--- config.mk ---
export PLATFORM = sky130hd
export DESIGN_NAME = dma_xfer_ctrl_flat
export DESIGN_NICKNAME = d
export VERILOG_FILES = /design/src/rtl/dma_xfer_ctrl_pkg.sv /design/src/rtl/dma_xfer_ctrl_if.sv /design/src/rtl/dma_xfer_ctrl.sv /design/src/flat_wrapper.sv
export VERILOG_INCLUDE_DIRS = /design/src /design/src/rtl
export SDC_FILE = /design/constraint.sdc
export NUM_CORES = 1
export LEC_CHECK = 0
export CELL_PAD_IN_SITES_DETAIL_PLACEMENT = 1
export CELL_PAD_IN_SITES_GLOBAL_PLACEMENT = 1
export CORE_AREA = 3 3 118 120
export CTS_CLUSTER_SIZE = 25
export DETAILED_ROUTE_END_ITERATION = 10
export DIE_AREA = 0 0 121 123
export PLACE_DENSITY_LB_ADDON = 0.1
export SYNTH_ARGS = -nofsm -noshare
export SYNTH_HDL_FRONTEND = slang
export SYNTH_SLANG_ARGS = --single-unit
--- constraint.sdc ---
create_clock -name clk -period 3.74 [get_ports clk]
set_clock_uncertainty 0.1 [all_clocks]
set_input_delay 0.561 -clock clk [delete_from_list [all_inputs] [get_ports clk]]
set_output_delay 0.561 -clock clk [all_outputs]
set_load 0.01 [all_outputs]
--- src/rtl/global_para.svh ---
// rtl/global_para.svh - shared bus width macros for the DMA memory port
`ifndef GLOBAL_PARA_SVH
`define GLOBAL_PARA_SVH

`define DATA_WIDTH 32
`define ADDR_WIDTH 8

`endif

--- src/rtl/dma_xfer_ctrl_pkg.sv ---
// rtl/dma_xfer_ctrl_pkg.sv - shared types and constants for the DMA transfer sequencer
//
// Purpose : state encoding, default word-count width and descriptor record
//           used by dma_xfer_ctrl and its bus interface.
// Ports   : none (package).
`include "global_para.svh"

package dma_ctrl_pkg;

  typedef enum logic [2:0] {
    ST_IDLE = 3'd0,
    ST_RD   = 3'd1,
    ST_CAP  = 3'd2,
    ST_WR   = 3'd3,
    ST_DONE = 3'd4
  } dma_state_e;

  localparam int LEN_W_DEFAULT = 16;

  typedef struct packed {
    logic [`ADDR_WIDTH-1:0]  src;
    logic [`ADDR_WIDTH-1:0]  dst;
    logic [LEN_W_DEFAULT-1:0] len;
  } dma_desc_t;

endpackage

--- src/rtl/dma_xfer_ctrl_if.sv ---
// rtl/dma_xfer_ctrl_if.sv - DMA memory-side bus interface
//
// Purpose : bundles the single-master memory port driven by dma_xfer_ctrl.
// Signals : addr (word address), wdata (write data), wr_en / rd_en (strobes),
//           rdata (read data, valid the cycle after rd_en).
// Modports: master - the DMA sequencer; slave - the memory.
`include "global_para.svh"

interface dma_xfer_ctrl_if #(
  parameter int DATA_W = `DATA_WIDTH,
  parameter int ADDR_W = `ADDR_WIDTH
);

  logic [ADDR_W-1:0] addr;
  logic [DATA_W-1:0] wdata;
  logic [DATA_W-1:0] rdata;
  logic              wr_en;
  logic              rd_en;

  modport master (output addr, output wdata, output wr_en, output rd_en, input rdata);
  modport slave  (input addr, input wdata, input wr_en, input rd_en, output rdata);

endinterface

--- src/rtl/dma_xfer_ctrl.sv ---
// rtl/dma_xfer_ctrl.sv - single-channel DMA transfer sequencer (read, capture, write per word)
//
// Purpose : accepts one descriptor (src, dst, len) when ready and copies len
//           words in ascending order, one word every three cycles, then
//           pulses done for one cycle.
// Ports   : clk, rst (async, active-high)
//           start, src_addr, dst_addr, len - descriptor handshake (accepted on start && ready)
//           ready, busy, done, words_done   - status
//           bus (dma_xfer_ctrl_if.master)   - memory port: addr, wdata, wr_en, rd_en, rdata
// Option  : DMA_ABORT_EN adds input abort and sticky output aborted.
`include "global_para.svh"

module dma_xfer_ctrl
  import dma_ctrl_pkg::*;
#(
  parameter int DATA_W = `DATA_WIDTH,
  parameter int ADDR_W = `ADDR_WIDTH,
  parameter int LEN_W  = LEN_W_DEFAULT
) (
  input  logic              clk,
  input  logic              rst,
  input  logic              start,
  input  logic [ADDR_W-1:0] src_addr,
  input  logic [ADDR_W-1:0] dst_addr,
  input  logic [LEN_W-1:0]  len,
`ifdef DMA_ABORT_EN
  input  logic              abort,
  output logic              aborted,
`endif
  output logic              ready,
  output logic              busy,
  output logic              done,
  output logic [LEN_W-1:0]  words_done,
  dma_xfer_ctrl_if.master   bus
);

  localparam logic [2:0] S_IDLE = ST_IDLE;
  localparam logic [2:0] S_RD   = ST_RD;
  localparam logic [2:0] S_CAP  = ST_CAP;
  localparam logic [2:0] S_WR   = ST_WR;
  localparam logic [2:0] S_DONE = ST_DONE;

  logic [2:0]        state;
  logic [ADDR_W-1:0] cur_src;
  logic [ADDR_W-1:0] cur_dst;
  logic [ADDR_W-1:0] addr_q;
  logic [LEN_W-1:0]  remaining;
  logic [DATA_W-1:0] hold;
  logic              abort_hit;

`ifdef DMA_ABORT_EN
  assign abort_hit = abort;
`else
  assign abort_hit = 1'b0;
`endif

  // Status and strobes are pure decodes of the state register.
  assign ready     = (state == S_IDLE);
  assign busy      = (state == S_RD) || (state == S_CAP) || (state == S_WR) || (state == S_DONE);
  assign done      = (state == S_DONE);
  assign bus.rd_en = (state == S_RD);
  assign bus.wr_en = (state == S_WR);
  // addr is loaded one edge ahead of the strobe and simply holds otherwise;
  // the holding register doubles as the write-data output.
  assign bus.addr  = addr_q;
  assign bus.wdata = hold;

  always_ff @(posedge clk or posedge rst) begin
    if (rst) begin
      state      <= S_IDLE;
      cur_src    <= '0;
      cur_dst    <= '0;
      addr_q     <= '0;
      remaining  <= '0;
      hold       <= '0;
      words_done <= '0;
    end else begin
      case (state)
        S_IDLE: begin
          if (start) begin
            cur_src    <= src_addr;
            cur_dst    <= dst_addr;
            remaining  <= len;
            words_done <= '0;
            if (len != '0) begin
              state  <= S_RD;
              addr_q <= src_addr;
            end else begin
              state <= S_DONE;
            end
          end
        end
        S_RD: begin
          state <= abort_hit ? S_DONE : S_CAP;
        end
        S_CAP: begin
          // An abort here drops the word, so wdata keeps its previous value.
          if (abort_hit) begin
            state <= S_DONE;
          end else begin
            hold   <= bus.rdata;
            addr_q <= cur_dst;
            state  <= S_WR;
          end
        end
        S_WR: begin
          cur_src    <= cur_src + ADDR_W'(1);
          cur_dst    <= cur_dst + ADDR_W'(1);
          words_done <= words_done + LEN_W'(1);
          remaining  <= remaining - LEN_W'(1);
          if ((remaining == LEN_W'(1)) || abort_hit) begin
            state <= S_DONE;
          end else begin
            addr_q <= cur_src + ADDR_W'(1);
            state  <= S_RD;
          end
        end
        S_DONE: begin
          state <= S_IDLE;
        end
        default: begin
          state <= S_IDLE;
        end
      endcase
    end
  end

`ifdef DMA_ABORT_EN
  always_ff @(posedge clk or posedge rst) begin
    if (rst) begin
      aborted <= 1'b0;
    end else if ((state == S_IDLE) && start) begin
      aborted <= 1'b0;
    end else if (abort && ((state == S_RD) || (state == S_CAP) || (state == S_WR))) begin
      aborted <= 1'b1;
    end
  end
`endif

endmodule

--- src/flat_wrapper.sv ---
// flat-port wrapper written by rule: the top's interface ports become plain ports
module dma_xfer_ctrl_flat import dma_ctrl_pkg::*;
#(
  parameter int DATA_W = `DATA_WIDTH,
  parameter int ADDR_W = `ADDR_WIDTH,
  parameter int LEN_W  = LEN_W_DEFAULT
)
  (clk, rst, start, src_addr, dst_addr, len, ready, busy, done, words_done, bus_addr, bus_wdata, bus_wr_en, bus_rd_en, bus_rdata);
  dma_xfer_ctrl_if #(.DATA_W(DATA_W), .ADDR_W(ADDR_W)) bus_i ();
  input  logic clk;
  input  logic rst;
  input  logic start;
  input  logic [ADDR_W-1:0] src_addr;
  input  logic [ADDR_W-1:0] dst_addr;
  input  logic [LEN_W-1:0] len;
  output logic ready;
  output logic busy;
  output logic done;
  output logic [LEN_W-1:0] words_done;
  output wire logic [$bits(bus_i.addr)-1:0] bus_addr;
  output wire logic [$bits(bus_i.wdata)-1:0] bus_wdata;
  output wire logic [$bits(bus_i.wr_en)-1:0] bus_wr_en;
  output wire logic [$bits(bus_i.rd_en)-1:0] bus_rd_en;
  input wire logic [$bits(bus_i.rdata)-1:0] bus_rdata;
  assign bus_addr = bus_i.addr;
  assign bus_wdata = bus_i.wdata;
  assign bus_wr_en = bus_i.wr_en;
  assign bus_rd_en = bus_i.rd_en;
  assign bus_i.rdata = bus_rdata;
  dma_xfer_ctrl #(.DATA_W(DATA_W), .ADDR_W(ADDR_W), .LEN_W(LEN_W)) u_core (.clk(clk), .rst(rst), .start(start), .src_addr(src_addr), .dst_addr(dst_addr), .len(len), .ready(ready), .busy(busy), .done(done), .words_done(words_done), .bus(bus_i));
endmodule
==> results of run 1 <==
path summary, 6_finish.rpt:
path / startpoint / depth (start not counted) / slack (ns) / endpoint
setup / recovery: u_core.state[0]$_DFFE_PP0N_ / 4 / 0.92 / bus_wr_en
hold reg to reg: u_core.words_done[15]$_DFFE_PP0P_ / 1 / 0.39 / u_core.words_done[15]$_DFFE_PP0P_
setup reg to reg: u_core.state[1]$_DFFE_PP0N_ / 3 / 1.10 / u_core.bus.wdata[18]$_DFFE_PP0N_
min in group asynchronous: rst / 2 / 0.58 / u_core.bus.wdata[31]$_DFFE_PP0N_
max in group asynchronous: rst / 3 / 2.22 / u_core.remaining[10]$_DFFE_PP0P_
hold / removal: u_core.words_done[15]$_DFFE_PP0P_ / 1 / 0.39 / u_core.words_done[15]$_DFFE_PP0P_
power groups by stage:
stage / Sequential (mW) / Clock [mW] / Combinational [mW]
floorplan: 1.83 / 0 / 1.31
global placement: 1.81 / 0 / 2.30
detailed placement: 1.84 / 0 / 2.35
CTS: 1.83 / 0.996 / 2.36
global route: 1.90 / 1.05 / 2.56
finish: 1.83 / 0.972 / 2.32
cell usage after synthesis, types with 6 or more instances:
cell,instances
nand2_1,54
clkbuf_1,21
o211ai_1,10
nand3_1,26
dfrtp_1,91
mux2_2,32
mux2i_1,6
nor4_1,9
o311ai_0,6
nor2_1,23
o21ai_0,27
a211oi_1,7
and3_1,9
a21oi_1,15
inv_1,10
xor2_1,6
a31oi_1,8
registers in the layout, summed over array words and instances (netlist names):
name               count
u_core.cur_dst         8
u_core.words_done     16
u_core.bus.wdata      32
u_core.state           3
u_core.remaining      16
u_core.cur_src         8
u_core.bus.addr        8
layer usage:
layer / wire, um / up-vias / track usage (%)
met2: 6545 / 69 / 30.57
li1: - / 1838 / -
met3: 496 / 10 / 3.477
met5: 0 / - / 0
met4: 138 / 0 / 4.887
met1: 5649 / 2012 / 22.54
area by class of cell:
class	count	share of cell area, %
clock inverters	5	1.243
repair buffers	133	21.29
multi-input cells	308	33.11
well taps	176	3.528
clock buffers	11	3.728
flip-flops and latches	91	36.48
inverters	10	0.6214
kinds of logic after synthesis:
| kind of cell | synth area share, % |
|---|---|
| AO/OA/AOI/OAI | 14.71 |
| flip-flops | 50.89 |
| AND/OR/NAND/NOR | 17.23 |
| multiplexers | 10.74 |
| XOR/XNOR | 1.957 |
| adder cells (fa/ha/maj) | 1.398 |
| buffers and inverters | 3.076 |
stage by stage:
stage                     setup WS (ns)  util (%)
after floorplan                  0.7154         -
after global placement           0.8840     45.33
after detailed placement         0.8146     45.33
after CTS                        0.8942     47.71
after global routing             0.7322     47.71
final                            0.9193     47.71
==> qor.yml, run 1 <==
ios: 128
multiInputGateArea_sq_um: 2067
dr.pass1.iters: 4
maxCapViolCount: 0
crit_required_ns: 3.08
area_growth_syn_to_layout_pct: 39.51
avgRoutedWirePerCell_um: 17.48
track_usage_pct: 17.65
place.gp.congestion: 0.7519
grt_pass1_vias: 4057
slew_headroom_pct: 35.40
cts_buffers: 9
regArea_sq_um: 2277
setup_tns_ns: 0
mappedNetlistArea_sq_um: 4474
nNetsFinal: 625
yosysTopAreaCell: "dfrtp_1"
p_sw_mw: 1.896
antenna_found_initial: 0
clk_latency_ns: 0.35
p_leak_nw: 2.519
path_cells: "nand3b_1 > inv_1 > buf_4 > clkdlybuf4s50_1"
p_seq_share_pct: 35.7
cp_num_buf_inv: 3
synth_warnings: 0
fill_cells: 1462
cts.repair.resized: 0
syn_inst: 435
period_share_pct: 75.42
ys.flop_type: "dfrtp_1"
cts.path.max_buffers: 2
drt.antenna.violating_nets: 0
root_buffer: "clkbuf_16"
final-setup-viol-count: 0
fin_cells: 734
grt_max_degree: 49
hold_viol: 0
end_kind: "output pin"
viasPerCell: 5.353
pwr-share-comb_pct: 45.3
clock-sinks: 91
synth_cell_types: 50
outcome: "finished clean"
fp.dieH_um: 123
fin_area_sq_um: 6242
dieArea_sq_um: 14880
grt_pass1_wl_um: 20820
startpoint_type: "register"
critical_path_class: "register to output pin"
drt-total-wl_um: 12830
slowest_stage: "dfrtp_1"
synth_edf_count: 0
cts_hold_buf: 0
postCtsSetupBuffers: 0
power.density_nw_per_um2: 820.3
ir_drop_uv: 300.9
place_area_sq_um: 5932
power_frac_clock_pct: 19.0
path_clk_slew_ns: 0.07
drc_errors: 0
intPower_mw: 3.224
grt_overflow: 0
synth_top_area_share_pct: 50.89
whs_ns: 0.3924
drt_iter0_markers: 151
diodes: 0
coreArea_sq_um: 13090
avgSynthCellArea_sq_um: 10.29
swShare_pct: 37.04
drive_above_1_share_pct: 12.01
tightest_slew_ns: 0.9602
worstPathMaxFanout: 19
worstPathArrival_ns: 2.16
layout_common_cells: "clkdlybuf4s50_1 (127), dfrtp_1 (91), nand2_1 (54)"
ys_top_cells_by_area: "dfrtp_1 (51%), mux2_2 (8.1%), nand2_1 (4.5%)"
syn_nets: 507
slowest_delay_ns: 0.65
cpLargestDelayFamily: "buffers and inverters"
ys_ff_latch: 91
initial_core_util_pct: 34.19
power_mw: 5.120
slew_violations: 0
fp.dieW_um: 121
period_needed_ns: 2.821
rsz0062_at_grt: "no"
async_flop_share_pct: 100.0
cts_tree: "done"
route.vias.total: 3929
htreeDepth: 3
fmax_mhz: 354.5
num_rows: 42
final_common_cell: "clkdlybuf4s50_1"
portBuffers: 127
hp-class: "register to register"
seq_area_frac_synth_pct: 50.89
dp.cells: 718
hpwl_um: 9126
(Power assumes the default switching activity.)
==> run 2, diff against run 1 <==
==> constraint.sdc (replaced) <==
create_clock -name clk -period 2.6 [get_ports clk]
set_clock_uncertainty 0.1 [all_clocks]
set_input_delay 0.39 -clock clk [delete_from_list [all_inputs] [get_ports clk]]
set_output_delay 0.39 -clock clk [all_outputs]
set_load 0.01 [all_outputs]
==> run 2 against run 1 <==
Effect of this change:
- combinational power rose by 55%
- core utilization up 1.3 points
- register-to-register slack worse by 0.89 ns
- worst hold slack got worse by 0.013 ns
- setup slack got worse by 0.78 ns
- sequential cell count stayed put
- via count down 0.56%
- non-clock buffer count up 16
- largest power group unchanged
- die area unchanged
- highest routed layer unchanged
==> qor.yml, run 2 (same netlist as run 1, synthesis figures left out) <==
portBuffers: 127  # unchanged
hp-class: "register to register"
drt_iter0_markers: 148  # -2.0%
drc_errors: 0  # unchanged
grt_pass1_wl_um: 21650  # +4.0%
drive_above_1_share_pct: 14.98  # +3.0 points
place_area_sq_um: 6080  # +2.5%
coreArea_sq_um: 13090  # unchanged
ios: 128  # unchanged
cts.path.max_buffers: 2  # unchanged
period_needed_ns: 2.461
grt_overflow: 0  # unchanged
cts_tree: "done"
worstPathMaxFanout: 11  # -8
end_kind: "output pin"
worstPathArrival_ns: 1.97  # -0.19 ns
fp.dieW_um: 121  # unchanged
cts_buffers: 9  # unchanged
startpoint_type: "register"
fin_area_sq_um: 6411  # +2.7%
avgRoutedWirePerCell_um: 17.66  # +1.0%
layout_common_cells: "clkdlybuf4s50_1 (127), dfrtp_1 (89), nand2_1 (54)"
htreeDepth: 3  # unchanged
slew_violations: 0  # unchanged
num_rows: 42  # unchanged
critical_path_class: "register to output pin"
fin_cells: 750  # +2.2%
whs_ns: 0.3792  # -0.01316 ns
fmax_mhz: 406.4
final_util_pct: 49.00  # +1.3 points
power.density_nw_per_um2: 1193  # +45%
period_share_pct: 94.65
finalWorstSetupSlack_ns: 0.1391  # -0.7802 ns
path_clk_slew_ns: 0.07  # about the same
drt-total-wl_um: 13240  # +3.2%
setup_tns_ns: 0  # unchanged
postCtsSetupBuffers: 0  # unchanged
hold_viol: 0  # unchanged
fill_cells: 1466  # +0.27%
rsz0062_at_grt: "no"
hpwl_um: 9455  # +3.6%
fp.dieH_um: 123  # unchanged
power_mw: 7.646  # +49%
final-setup-viol-count: 0  # unchanged
place.gp.congestion: 0.7996  # +6.3%
drt.antenna.violating_nets: 0  # unchanged
ir_drop_uv: 431.5  # +43%
slew_headroom_pct: 66.17  # +31 points
clk_latency_ns: 0.35  # about the same
dr.pass1.iters: 4  # unchanged
p_leak_nw: 2.609  # +3.6%
antenna_found_initial: 0  # unchanged
root_buffer: "clkbuf_16"
tightest_slew_ns: 0.5028  # -0.4574 ns
maxCapViolCount: 0  # unchanged
crit_required_ns: 2.11  # -0.97 ns
dp.cells: 734  # +2.2%
grt_max_degree: 92  # +88%
diodes: 0  # unchanged
track_usage_pct: 18.41  # +0.76 points
cts.repair.resized: 0  # unchanged
route.vias.total: 3907  # -0.56%
clock-sinks: 91  # unchanged
dieArea_sq_um: 14880  # unchanged
viasPerCell: 5.209  # -2.7%
outcome: "finished clean"
final_common_cell: "clkdlybuf4s50_1"
dp_slack_ns: 0.06552  # -0.7491 ns
initial_core_util_pct: 34.19  # unchanged
largest_reg_flops: 32  # unchanged
nNetsFinal: 641  # +2.6%
grt_pass1_vias: 4202  # +3.6%
cts_hold_buf: 0  # unchanged
area_growth_syn_to_layout_pct: 43.29
[run 2: changes by cell type in the layout (fill, tap and decap cells not counted)]
cell and delta:
buf_4 +14, dfrtp_2 +2, clkbuf_1 -1, dfrtp_1 -2, clkbuf_8 +2, buf_12 +2
clkinvlp_4 +1, clkinv_2 -2
[run 2: final timing paths]
kind	startpoint	to	slack (ns)	depth (start not counted)
setup / recovery	u_core.state[2]$_DFFE_PP0N_	bus_wr_en	0.14	4
hold / removal	u_core.words_done[15]$_DFFE_PP0P_	u_core.words_done[15]$_DFFE_PP0P_	0.38	1
setup reg to reg	u_core.remaining[1]$_DFFE_PP0P_	u_core.bus.addr[1]$_DFFE_PP0P_	0.21	7
hold reg to reg	u_core.words_done[15]$_DFFE_PP0P_	u_core.words_done[15]$_DFFE_PP0P_	0.38	1
max in group asynchronous	rst	u_core.state[1]$_DFFE_PP0N_	1.56	3
min in group asynchronous	rst	u_core.bus.addr[7]$_DFFE_PP0P_	0.45	3
[run 2: layout make-up]
type | instances | area (sq um) | area share [%]
Sequential cell | 91 | 2280 | 35.56
Clock inverter | 4 | 72.57 | 1.132
Inverter | 10 | 41.29 | 0.6440
Clock buffer | 12 | 256.5 | 4.001
Multi-Input combinational cell | 308 | 2067 | 32.24
Timing Repair Buffer | 149 | 1474 | 22.99
Tap cell | 176 | 220.2 | 3.435
[run 2: power breakdown]
group	switching [mW]	internal, mW
Combinational	1.69	1.90
Sequential	0.551	2.06
Clock	0.556	0.894
Total	2.79	4.85
[run 2: worst max-delay path, cell delays in order (launching register included)]
cell and delay, ns:
dfrtp_1 0.48, nand3b_1 0.22, inv_1 0.15, buf_4 0.22, clkdlybuf4s50_1 0.55
[run 2: layer usage]
layer / track usage (%) / vias to the layer above / wire [um]
met4: 7.082 / 0 / 197
met3: 2.928 / 13 / 426
met5: 0 / - / 0
li1: - / 1863 / -
met1: 23.14 / 1968 / 5824
met2: 31.92 / 63 / 6794
